===== config.mk =====
export PLATFORM = sky130hd
export DESIGN_NAME = dispense_control
export DESIGN_NICKNAME = d
export VERILOG_FILES = /design/src/rtl/vm_pkg.sv /design/src/rtl/vm_credit_acc.sv /design/src/rtl/dispense_control.sv
export SDC_FILE = /design/constraint.sdc
export NUM_CORES = 1
export LEC_CHECK = 0
export CAP_MARGIN = 20
export CELL_PAD_IN_SITES_DETAIL_PLACEMENT = 0
export CELL_PAD_IN_SITES_GLOBAL_PLACEMENT = 2
export CORE_MARGIN = 2
export CORE_UTILIZATION = 35
export CTS_BUF_LIST = sky130_fd_sc_hd__clkbuf_2 sky130_fd_sc_hd__clkbuf_4 sky130_fd_sc_hd__clkbuf_8
export DETAILED_ROUTE_END_ITERATION = 8
export MAX_ROUTING_LAYER = met4
export PLACE_DENSITY_LB_ADDON = 0.1
export SKIP_LAST_GASP = 1
export SYNTH_ARGS = -nofsm -noshare
export SYNTH_HDL_FRONTEND = slang
export SYNTH_HIERARCHICAL = 1
export SYNTH_SLANG_ARGS = --single-unit

===== constraint.sdc =====
create_clock -name clk -period 15.4 [get_ports clk]
set_input_delay 3.08 -clock clk [delete_from_list [all_inputs] [get_ports clk]]
set_output_delay 3.08 -clock clk [all_outputs]
set_load 0.05 [all_outputs]

===== src/rtl/vm_pkg.sv =====
// Shared types, error codes and default widths for the vending dispense path.
package vm_pkg;

    localparam int unsigned DefItemAddr    = 10;
    localparam int unsigned DefNoItemsAddr = 8;
    localparam int unsigned DefPriceWidth  = 16;
    localparam int unsigned DefTotalWidth  = 24;
    localparam int unsigned DefPayTimeout  = 1000;

    typedef enum logic [2:0] {
        StIdle,
        StRead,
        StLoad,
        StCheck,
        StWaitPay,
        StDispense,
        StRefund,
        StError
    } state_e;

    localparam logic [2:0] ERR_NONE     = 3'd0;
    localparam logic [2:0] ERR_ZERO_QTY = 3'd1;
    localparam logic [2:0] ERR_NO_STOCK = 3'd2;
    localparam logic [2:0] ERR_TIMEOUT  = 3'd3;
    localparam logic [2:0] ERR_CANCEL   = 3'd4;

endpackage


===== src/rtl/vm_credit_acc.sv =====
// Saturating payment credit, payment inactivity timer and echo of money
// arriving while payment is not being accepted.
module vm_credit_acc
    import vm_pkg::*;
#(
    parameter int unsigned total_width = DefTotalWidth,
    parameter int unsigned pay_timeout = DefPayTimeout
) (
    input  logic                   clk,
    input  logic                   rstn,
    input  logic                   clear,
    input  logic                   accept,
    input  logic                   money_valid,
    input  logic [total_width-1:0] money_amount,
    output logic [total_width-1:0] credit,
    output logic [total_width-1:0] credit_next,
    output logic                   timeout,
    output logic                   rej_valid,
    output logic [total_width-1:0] rej_amount
);

    localparam int unsigned TimerW = $clog2(pay_timeout + 1);

    logic [total_width-1:0] credit_q;
    logic [TimerW-1:0]      timer_q;
    logic                   rej_valid_q;
    logic [total_width-1:0] rej_amount_q;
    logic [total_width-1:0] add;
    logic [total_width:0]   sum;

    always_comb begin
        add         = money_valid ? money_amount : '0;
        sum         = {1'b0, credit_q} + {1'b0, add};
        credit_next = sum[total_width] ? '1 : sum[total_width-1:0];
    end

    // Fires on the pay_timeout-th consecutive accepting cycle without money.
    assign timeout = accept && !money_valid && (timer_q == TimerW'(pay_timeout - 1));

    always_ff @(posedge clk) begin
        if (!rstn) begin
            credit_q     <= '0;
            timer_q      <= '0;
            rej_valid_q  <= 1'b0;
            rej_amount_q <= '0;
        end else begin
            if (clear) begin
                credit_q <= '0;
            end else if (accept) begin
                credit_q <= credit_next;
            end
            if (clear || (accept && money_valid)) begin
                timer_q <= '0;
            end else if (accept) begin
                timer_q <= timer_q + TimerW'(1);
            end
            rej_valid_q  <= money_valid && !accept;
            rej_amount_q <= (money_valid && !accept) ? money_amount : '0;
        end
    end

    assign credit     = credit_q;
    assign rej_valid  = rej_valid_q;
    assign rej_amount = rej_amount_q;

endmodule


===== src/rtl/dispense_control.sv =====
// Dispense sequencer: reads price/stock for a selection, collects payment,
// then dispenses with stock write-back and change, or refunds/flags an error.
module dispense_control
    import vm_pkg::*;
#(
    parameter int unsigned item_addr     = DefItemAddr,
    parameter int unsigned no_items_addr = DefNoItemsAddr,
    parameter int unsigned price_width   = DefPriceWidth,
    parameter int unsigned total_width   = DefTotalWidth,
    parameter int unsigned pay_timeout   = DefPayTimeout
) (
    input  logic                     clk,
    input  logic                     rstn,
    input  logic                     selection_done,
    input  logic [item_addr-1:0]     item_selected,
    input  logic [no_items_addr-1:0] no_items_selected,
    output logic                     mem_rd_en,
    output logic [item_addr-1:0]     mem_addr,
    input  logic [price_width-1:0]   mem_rd_price,
    input  logic [no_items_addr-1:0] mem_rd_stock,
    output logic                     mem_wr_en,
    output logic [no_items_addr-1:0] mem_wr_stock,
    input  logic                     money_valid,
    input  logic [total_width-1:0]   money_amount,
    input  logic                     cancel,
    output logic                     dispense_valid,
    output logic [item_addr-1:0]     dispense_item,
    output logic [no_items_addr-1:0] dispense_count,
    output logic                     change_valid,
    output logic [total_width-1:0]   change_amount,
    output logic                     err_valid,
    output logic [2:0]               err_code,
    output logic                     sel_dropped,
    output logic                     busy
);

    state_e                   state_q, state_d;
    logic [2:0]               err_code_q, err_code_d;
    logic [item_addr-1:0]     item_q;
    logic [no_items_addr-1:0] qty_q;
    logic [no_items_addr-1:0] stock_q;
    logic [total_width-1:0]   cost_q;
    logic                     sel_dropped_q;

    logic                     acc_clear;
    logic                     acc_accept;
    logic [total_width-1:0]   credit;
    logic [total_width-1:0]   credit_next;
    logic                     timeout;
    logic                     rej_valid;
    logic [total_width-1:0]   rej_amount;

    assign acc_clear  = (state_q == StCheck);
    assign acc_accept = (state_q == StWaitPay);

    vm_credit_acc #(
        .total_width (total_width),
        .pay_timeout (pay_timeout)
    ) u_credit_acc (
        .clk          (clk),
        .rstn         (rstn),
        .clear        (acc_clear),
        .accept       (acc_accept),
        .money_valid  (money_valid),
        .money_amount (money_amount),
        .credit       (credit),
        .credit_next  (credit_next),
        .timeout      (timeout),
        .rej_valid    (rej_valid),
        .rej_amount   (rej_amount)
    );

    always_ff @(posedge clk) begin
        if (!rstn) begin
            state_q       <= StIdle;
            err_code_q    <= ERR_NONE;
            item_q        <= '0;
            qty_q         <= '0;
            stock_q       <= '0;
            cost_q        <= '0;
            sel_dropped_q <= 1'b0;
        end else begin
            state_q       <= state_d;
            err_code_q    <= err_code_d;
            sel_dropped_q <= selection_done && (state_q != StIdle);
            if (state_q == StIdle && selection_done) begin
                item_q <= item_selected;
                qty_q  <= no_items_selected;
            end
            if (state_q == StLoad) begin
                stock_q <= mem_rd_stock;
                // price * qty fits total_width by construction
                cost_q  <= total_width'(mem_rd_price) * total_width'(qty_q);
            end
        end
    end

    always_comb begin
        state_d    = state_q;
        err_code_d = err_code_q;
        unique case (state_q)
            StIdle: begin
                if (selection_done) begin
                    if (no_items_selected == '0) begin
                        state_d    = StError;
                        err_code_d = ERR_ZERO_QTY;
                    end else begin
                        state_d = StRead;
                    end
                end
            end
            StRead:  state_d = StLoad;
            StLoad:  state_d = StCheck;
            StCheck: begin
                if (stock_q < qty_q) begin
                    state_d    = StError;
                    err_code_d = ERR_NO_STOCK;
                end else begin
                    state_d = StWaitPay;
                end
            end
            StWaitPay: begin
                if (cancel) begin
                    state_d    = StRefund;
                    err_code_d = ERR_CANCEL;
                end else if (timeout) begin
                    state_d    = StRefund;
                    err_code_d = ERR_TIMEOUT;
                end else if (credit_next >= cost_q) begin
                    state_d = StDispense;
                end
            end
            StDispense: state_d = StIdle;
            StRefund:   state_d = StIdle;
            StError:    state_d = StIdle;
            default:    state_d = StIdle;
        endcase
    end

    always_comb begin
        mem_rd_en      = (state_q == StRead);
        mem_wr_en      = (state_q == StDispense);
        mem_addr       = '0;
        mem_wr_stock   = '0;
        dispense_valid = (state_q == StDispense);
        dispense_item  = '0;
        dispense_count = '0;
        err_valid      = (state_q == StRefund) || (state_q == StError);
        change_valid   = 1'b0;
        change_amount  = '0;
        if (state_q == StRead || state_q == StDispense) begin
            mem_addr = item_q;
        end
        if (state_q == StDispense) begin
            mem_wr_stock   = stock_q - qty_q;
            dispense_item  = item_q;
            dispense_count = qty_q;
        end
        // Rejected money is only echoed outside payment, so it cannot overlap
        // a dispense or refund change return.
        if (rej_valid) begin
            change_valid  = 1'b1;
            change_amount = rej_amount;
        end else if (state_q == StDispense && credit > cost_q) begin
            change_valid  = 1'b1;
            change_amount = credit - cost_q;
        end else if (state_q == StRefund && credit != '0) begin
            change_valid  = 1'b1;
            change_amount = credit;
        end
    end

    assign err_code    = err_code_q;
    assign sel_dropped = sel_dropped_q;
    assign busy        = (state_q != StIdle);

endmodule


==> impl_metrics.csv, run 1 <==
group,metric,value,unit
critical_path,critPathKind,"primary input to flip-flop",
worst_hold_path,hold_path_end,"cost_q[5]",
synth,ys_async_sr_fraction,0,%
global_route,grt-ovfl-total,0,
global_route,grt_pass1_wl,60.5,mm
clocking,clkTransAtPathRegs,0.08,ns
die,die_area,37500,um^2
critical_path,cp_max_fo,36,
placement,gp_congestion,0.840,
critical_path,reg2reg_from,"u_credit_acc/credit[17]",
clocking,cts_resized,0,
power,power_density,78.9,nW/um^2
final_layout,multiInputGateArea,9290,um^2
synth,synth-seq-cells,116,
synth,syn_avg_cell_area,7.89,um^2
critical_path,critPathArrivalTime,9.67,ns
global_route,grt_util_met1,27.9,%
worst_hold_path,hold_path_class,"flip-flop to flip-flop",
final_layout,n_fill_cell,3724,
clocking,postCtsSetupBuffers,0,
synth,synth_flop_cell,"dfxtp_1",
routing,wl,36.8,mm
sta,rsz0062_at_grt,"false",
worst_hold_path,min_from,"cost_q[5]",
final_layout,final_nets,1977,
synth,synthCells,1593,
sta,hold_ws,0.453,ns
sta,finalSetupViolCount,0,
critical_path,rrSetupSlack,9.50,ns
clocking,hold_buffers,0,
final_layout,area.growth.synth_to_final,17.6,%
routing,num_vias,10987,
final_layout,antenna_cells,0,
clocking,cts_tree,"built",
sta,slew_headroom,28.3,%
run_status,status,"completed",
sta,finalHoldViolCount,0,
global_route,globalRouteMet3Util,2.67,%
global_route,antenna_found_initial,0,
sta,clock_skew,0.0204,ns
final_layout,drive_gt1_share,3.93,%
clocking,htreeDepth,4,
final_layout,layout_commonest_cell,"nand2_1",
global_route,top_usage_layer,"met2",
routing,routedWlPerCell,17.0,um
sta,slew_violations,0,
die,ioPinCount,141,
synth,yosysSeqAreaShare,18.5,%
power,leakagePower,6.65,nW
clocking,cts_sinks,116,
global_route,grtUsageMet2,33.2,%
synth,synth_area,12600,um^2
final_layout,seq_area,2320,um^2
clocking,cts-root-buf,"clkbuf_8",
synth,synth.distinct_cells,74,
die,initial_core_util,35.4,%
die,coreArea,35500,um^2
sta,fmax,107,MHz
global_route,grt.total_usage,20.6,%
routing,drcViolationCount,0,
routing,postRouteAntennaNets,0,
synth,syn_nets,1876,
placement,dp_hpwl,29.0,mm
global_route,grt_max_degree,51,
critical_path,reg2regPathDepth,18,
sta,period_share,60.8,%
clocking,numCtsBuffers,17,
sta,setup_tns,0,ns
routing,dr.first_iter.drc_count,461,
clocking,cts_buffer_depth,2,
critical_path,end_kind,"flip-flop",
critical_path,cp.required,15.71,ns
die,die_x,194,um
die,fp-row-count,69,
synth,synth-edff-count,0,
critical_path,crit_path_start_kind,"primary input",
sta,fin_crit,9.36,ns
die,die_y,194,um
routing,vias_per_cell,5.07,
final_layout,layout_common_cells,"nand2_1, inv_1, and2_1",
placement,io_buffers,140,
run,drv_cap,0,
worst_hold_path,hold_depth,2,
power,ir_worst_vdd,0.0624,mV
clocking,clock_latency,0.47,ns
critical_path,r2r-end,"state_q[0]",
sta,worstMarginPinSlew,1.05,ns
routing,firstDrtPassIters,7,
synth,yosys_warnings,6,
global_route,grt_pass1_vias,11155,
[through the flow]
step           total power, mW  utilization (%)  cells  setup slack (ns)  cell area, um^2
6_report                  1.17             41.7   2167              6.04            14800
5_1_grt                   1.26             41.7   2167              5.72            14800
4_1_cts                   1.18             41.6   2166              6.03            14800
3_5_place_dp             0.851             40.4   2135              5.50            14300
3_3_place_gp             0.852             40.4   2135              5.62            14300
2_1_floorplan            0.709                -   1593              8.12            12600
[worst max-delay path, cell delays in order]
cell and delay (ns):
clkdlybuf4s50_1 0.87, and2_1 0.37, ha_1 0.23, fa_1 0.46, a211oi_2 0.34, o211ai_2 0.16, nand4_4 0.17, o311ai_4 0.20
a21boi_4 0.86, nand2_1 0.11, inv_1 0.09, ha_1 0.21, nand2b_1 0.14, a21o_1 0.17, a21o_1 0.17, a21o_1 0.17
a21o_1 0.16, a2111oi_0 0.92, o22ai_1 0.21, a2111oi_0 0.44, a311oi_1 0.09
[Yosys cell counts (7+ instances only)]
| master | n | area [um^2] |
|---|---|---|
| inv_1 | 182 | 683 |
| dfxtp_1 | 116 | 2320 |
| xor2_1 | 25 | 219 |
| a21o_1 | 30 | 225 |
| o21ai_0 | 79 | 395 |
| nand4_1 | 18 | 113 |
| a31oi_1 | 23 | 144 |
| o22ai_1 | 7 | 43.8 |
| clkbuf_1 | 58 | 218 |
| fa_1 | 87 | 1740 |
| a22oi_1 | 7 | 52.6 |
| nor3_1 | 15 | 75.1 |
| nor2_1 | 72 | 270 |
| a221oi_1 | 12 | 105 |
| nor2b_1 | 7 | 43.8 |
| nand3_1 | 25 | 125 |
| nor4_1 | 8 | 50.1 |
| nand2_1 | 195 | 732 |
| and2_1 | 169 | 1060 |
| a21boi_0 | 29 | 218 |
| and3_1 | 20 | 125 |
| a211oi_1 | 12 | 90.1 |
| ha_1 | 125 | 1560 |
| xnor2_1 | 44 | 385 |
| nand2b_1 | 16 | 100 |
| a21oi_1 | 111 | 556 |
| o211ai_1 | 8 | 60.1 |
[area by class of cell]
cell class | count | share of cell area [%]
multi-input cells | 1228 | 62.8
flip-flops and latches | 116 | 15.7
clock buffers | 24 | 2.19
clock inverters | 7 | 0.804
well taps | 461 | 3.90
repair buffers | 149 | 9.94
inverters | 182 | 4.62
[cell families after synthesis]
group           count (synthesis)  share of synthesized area (%)
compound gates                378                           19.7
simple gates                  567                           22.9
fa+ha+maj                     212                           26.3
mux                             2                          0.159
buf+inv                       249                           7.69
flops                         116                           18.5
xor+xnor                       69                           4.81
[layer usage]
metal / share of wire [%] / wire length, um
met5: 0 / 0
met1: 50 / 18500
met4: 0.91 / 335
met2: 46 / 16900
met3: 2.9 / 1070
[report_power, final]
group	switching, mW	leakage, nW	internal, mW
Sequential	0.0173	0.943	0.314
Combinational	0.298	5.48	0.212
Clock	0.136	0.221	0.187
Total	0.452	6.65	0.714
[worst max path at each step]
stage	from	to	slack [ns]	cells after the start
5_1_grt	money_valid	state_q[0]	5.72	21
4_1_cts	money_valid	state_q[0]	6.03	21
3_3_place_gp	money_valid	state_q[0]	5.62	21
3_5_place_dp	money_valid	state_q[0]	5.50	21
2_1_floorplan	money_valid	state_q[0]	8.12	22
6_report	money_valid	state_q[0]	6.04	21
[registers in the layout, indices dropped and copies added (netlist names)]
signal / cells
item_q: 10
qty_q: 8
u_credit_acc/credit: 24
err_code: 3
u_credit_acc/timer_q: 10
cost_q: 24
u_credit_acc/rej_amount: 24
u_credit_acc/rej_valid: 1
stock_q: 8
state_q: 3
sel_dropped: 1
Note: power is estimated with default switching activity, not from simulation.
==> run 2, diff against run 1 <==
- CORE_UTILIZATION: 35 -> 32
- clock period: 15.4 -> 7.7 ns (I/O delays scaled with it)
==> run 2 against run 1 <==
  * Sequential cell count is the same
  * Wire length grew 4.6%
  * Die area grew 9.2%
  * Core utilization shrank 3.1 points
  * Count of clock-buffer cells in the layout shrank 7
  * Non-clock buffer count grew 3
  * Clock power grew 130%
  * Sequential share of layout area shrank 0.14 points
  * Global-route usage shrank 1.1 points
  * Cell count grew 2.8%
  * Via count grew 0.71%
  * Clock skew grew 0.0051 ns
  * Largest cell class unchanged
  * Largest power group unchanged
==> impl_metrics.csv, run 2 (synthesized netlist as in run 1, its figures left out) <==
group,metric,value,unit
final_layout,layout_commonest_cell,"nand2_1",
critical_path,critPathKind,"primary input to flip-flop",
routing,postRouteAntennaNets,0,
die,die_area,40900,um^2
die,coreArea,38700,um^2
routing,wl_met2,17.9,mm
routing,dr_wl_met3,1.19,mm
clocking,hold_buffers,0,
routing,firstDrtPassIters,4,
die,die_x,202,um
die,fp-row-count,72,
routing,wl_met1,19.1,mm
critical_path,cp_max_fo,19,
critical_path,crit_path_start_kind,"primary input",
sta,fin_crit,6.58,ns
final_layout,layout_common_cells,"nand2_1, inv_1, and2_1",
placement,io_buffers,140,
sta,period_share,85.5,%
sta,finalSetupViolCount,0,
die,initial_core_util,32.5,%
sta,clock_skew,0.0255,ns
routing,top_layer,"met4",
final_layout,drive_gt1_share,4.15,%
final_layout,antenna_cells,0,
critical_path,reg2reg_from,"qty_q[5]",
routing,drcViolationCount,0,
routing,dr.first_iter.drc_count,448,
sta,fmax,152,MHz
sta,rsz0062_at_grt,"false",
die,ioPinCount,141,
global_route,grt_max_degree,51,
critical_path,cp.required,8.02,ns
worst_hold_path,hold_path_class,"flip-flop to flip-flop",
sta,slew_violations,0,
clocking,clock_latency,0.48,ns
global_route,grt_pass1_vias,10965,
run_status,status,"completed",
sta,slew_headroom,38.9,%
placement,gp_congestion,0.911,
clocking,postCtsSetupBuffers,0,
global_route,grt_pass1_wl,61.5,mm
global_route,grt-ovfl-total,0,
power,power_density,163,nW/um^2
routing,wl,38.5,mm
die,die_y,202,um
placement,dp_hpwl,30.7,mm
global_route,grt.total_usage,19.5,%
clocking,numCtsBuffers,17,
clocking,cts-root-buf,"clkbuf_8",
clocking,cts_sinks,116,
run,drv_cap,0,
sta,finalHoldViolCount,0,
routing,vias_per_cell,4.97,
critical_path,crit_start,"money_valid",
final_layout,postLayoutCoreUtil,38.5,%
critical_path,rrSetupSlack,2.31,ns
clocking,clkTransAtPathRegs,0.08,ns
routing,routedWlPerCell,17.3,um
worst_hold_path,min_from,"cost_q[12]",
clocking,cts_buffer_depth,2,
clocking,cts_resized,0,
final_layout,final_nets,1980,
final_layout,n_fill_cell,4087,
clocking,htreeDepth,4,
global_route,antenna_found_initial,0,
final_layout,area.growth.synth_to_final,18.7,%
critical_path,critPathArrivalTime,6.90,ns
power,ir_worst_vdd,0.126,mV
routing,num_vias,11065,
power,leakagePower,6.68,nW
sta,setup_tns,0,ns
critical_path,end_kind,"flip-flop",
clocking,cts_tree,"built",
sta,worstMarginPinSlew,0.915,ns
[run 2: changes by cell type in the layout (fill, tap and decap cells not counted)]
cell	previous run	this run
buf_4	9	12
bufinv_16	3	6
clkbuf_4	1	0
clkbuf_8	23	17
clkinv_4	1	4
inv_6	0	2
[run 2: worst max-delay path, stage by stage]
cell	delay [ns]
clkdlybuf4s50_1	0.71
and2_1	0.29
ha_1	0.22
fa_1	0.46
a211oi_2	0.36
o211ai_2	0.16
nand4_4	0.17
o311ai_4	0.20
a21boi_4	0.40
nand2_1	0.10
inv_1	0.07
ha_1	0.21
nand2b_1	0.14
a21o_1	0.17
a21o_1	0.17
a21o_1	0.17
a21o_1	0.17
a2111oi_0	0.42
buf_4	0.19
o22ai_1	0.08
a2111oi_0	0.40
a311oi_1	0.08
[run 2: power breakdown]
part	internal, mW	switching (mW)	total (mW)
logic	0.427	0.612	1.04
clock network	0.421	0.307	0.727
registers	0.628	0.0405	0.669
total	1.48	0.959	2.44
[run 2: cell type report]
class                      instances  area (um^2)  share of cell area, %
clock buffer                      17          234                   1.57
multi-input combinational       1228         9290                   62.3
tap                              518          648                   4.34
timing repair buffer             152         1490                   10.0
inverter                         182          683                   4.58
clock inverter                    15          253                   1.69
sequential                       116         2320                   15.6
[run 2: layer usage]
metal,GRT usage (%),vias up
li1,-,5595
met1,26.6,5283
met2,31.4,168
met3,2.23,19
met4,3.75,0
met5,-,-
[run 2: path summary, 6_finish.rpt]
path / end / depth (start not counted)
min: cost_q[12] / 2
max: state_q[0] / 22
max reg2reg: cost_q[22] / 16
min reg2reg: cost_q[12] / 2
[run 2: per-stage QoR]
step / std cells / hold WS, ns / instance area, um^2 / power, mW / setup WS (ns)
2_1_floorplan: 1593 / 0.432 / 12600 / 1.42 / 1.96
3_3_place_gp: 2196 / 0.442 / 14400 / 1.73 / 0.674
3_5_place_dp: 2196 / 0.445 / 14400 / 1.73 / 0.534
4_1_cts: 2228 / 0.457 / 14900 / 2.47 / 1.06
5_1_grt: 2228 / 0.467 / 14900 / 2.63 / 0.716
6_report: 2228 / 0.452 / 14900 / 2.44 / 1.12
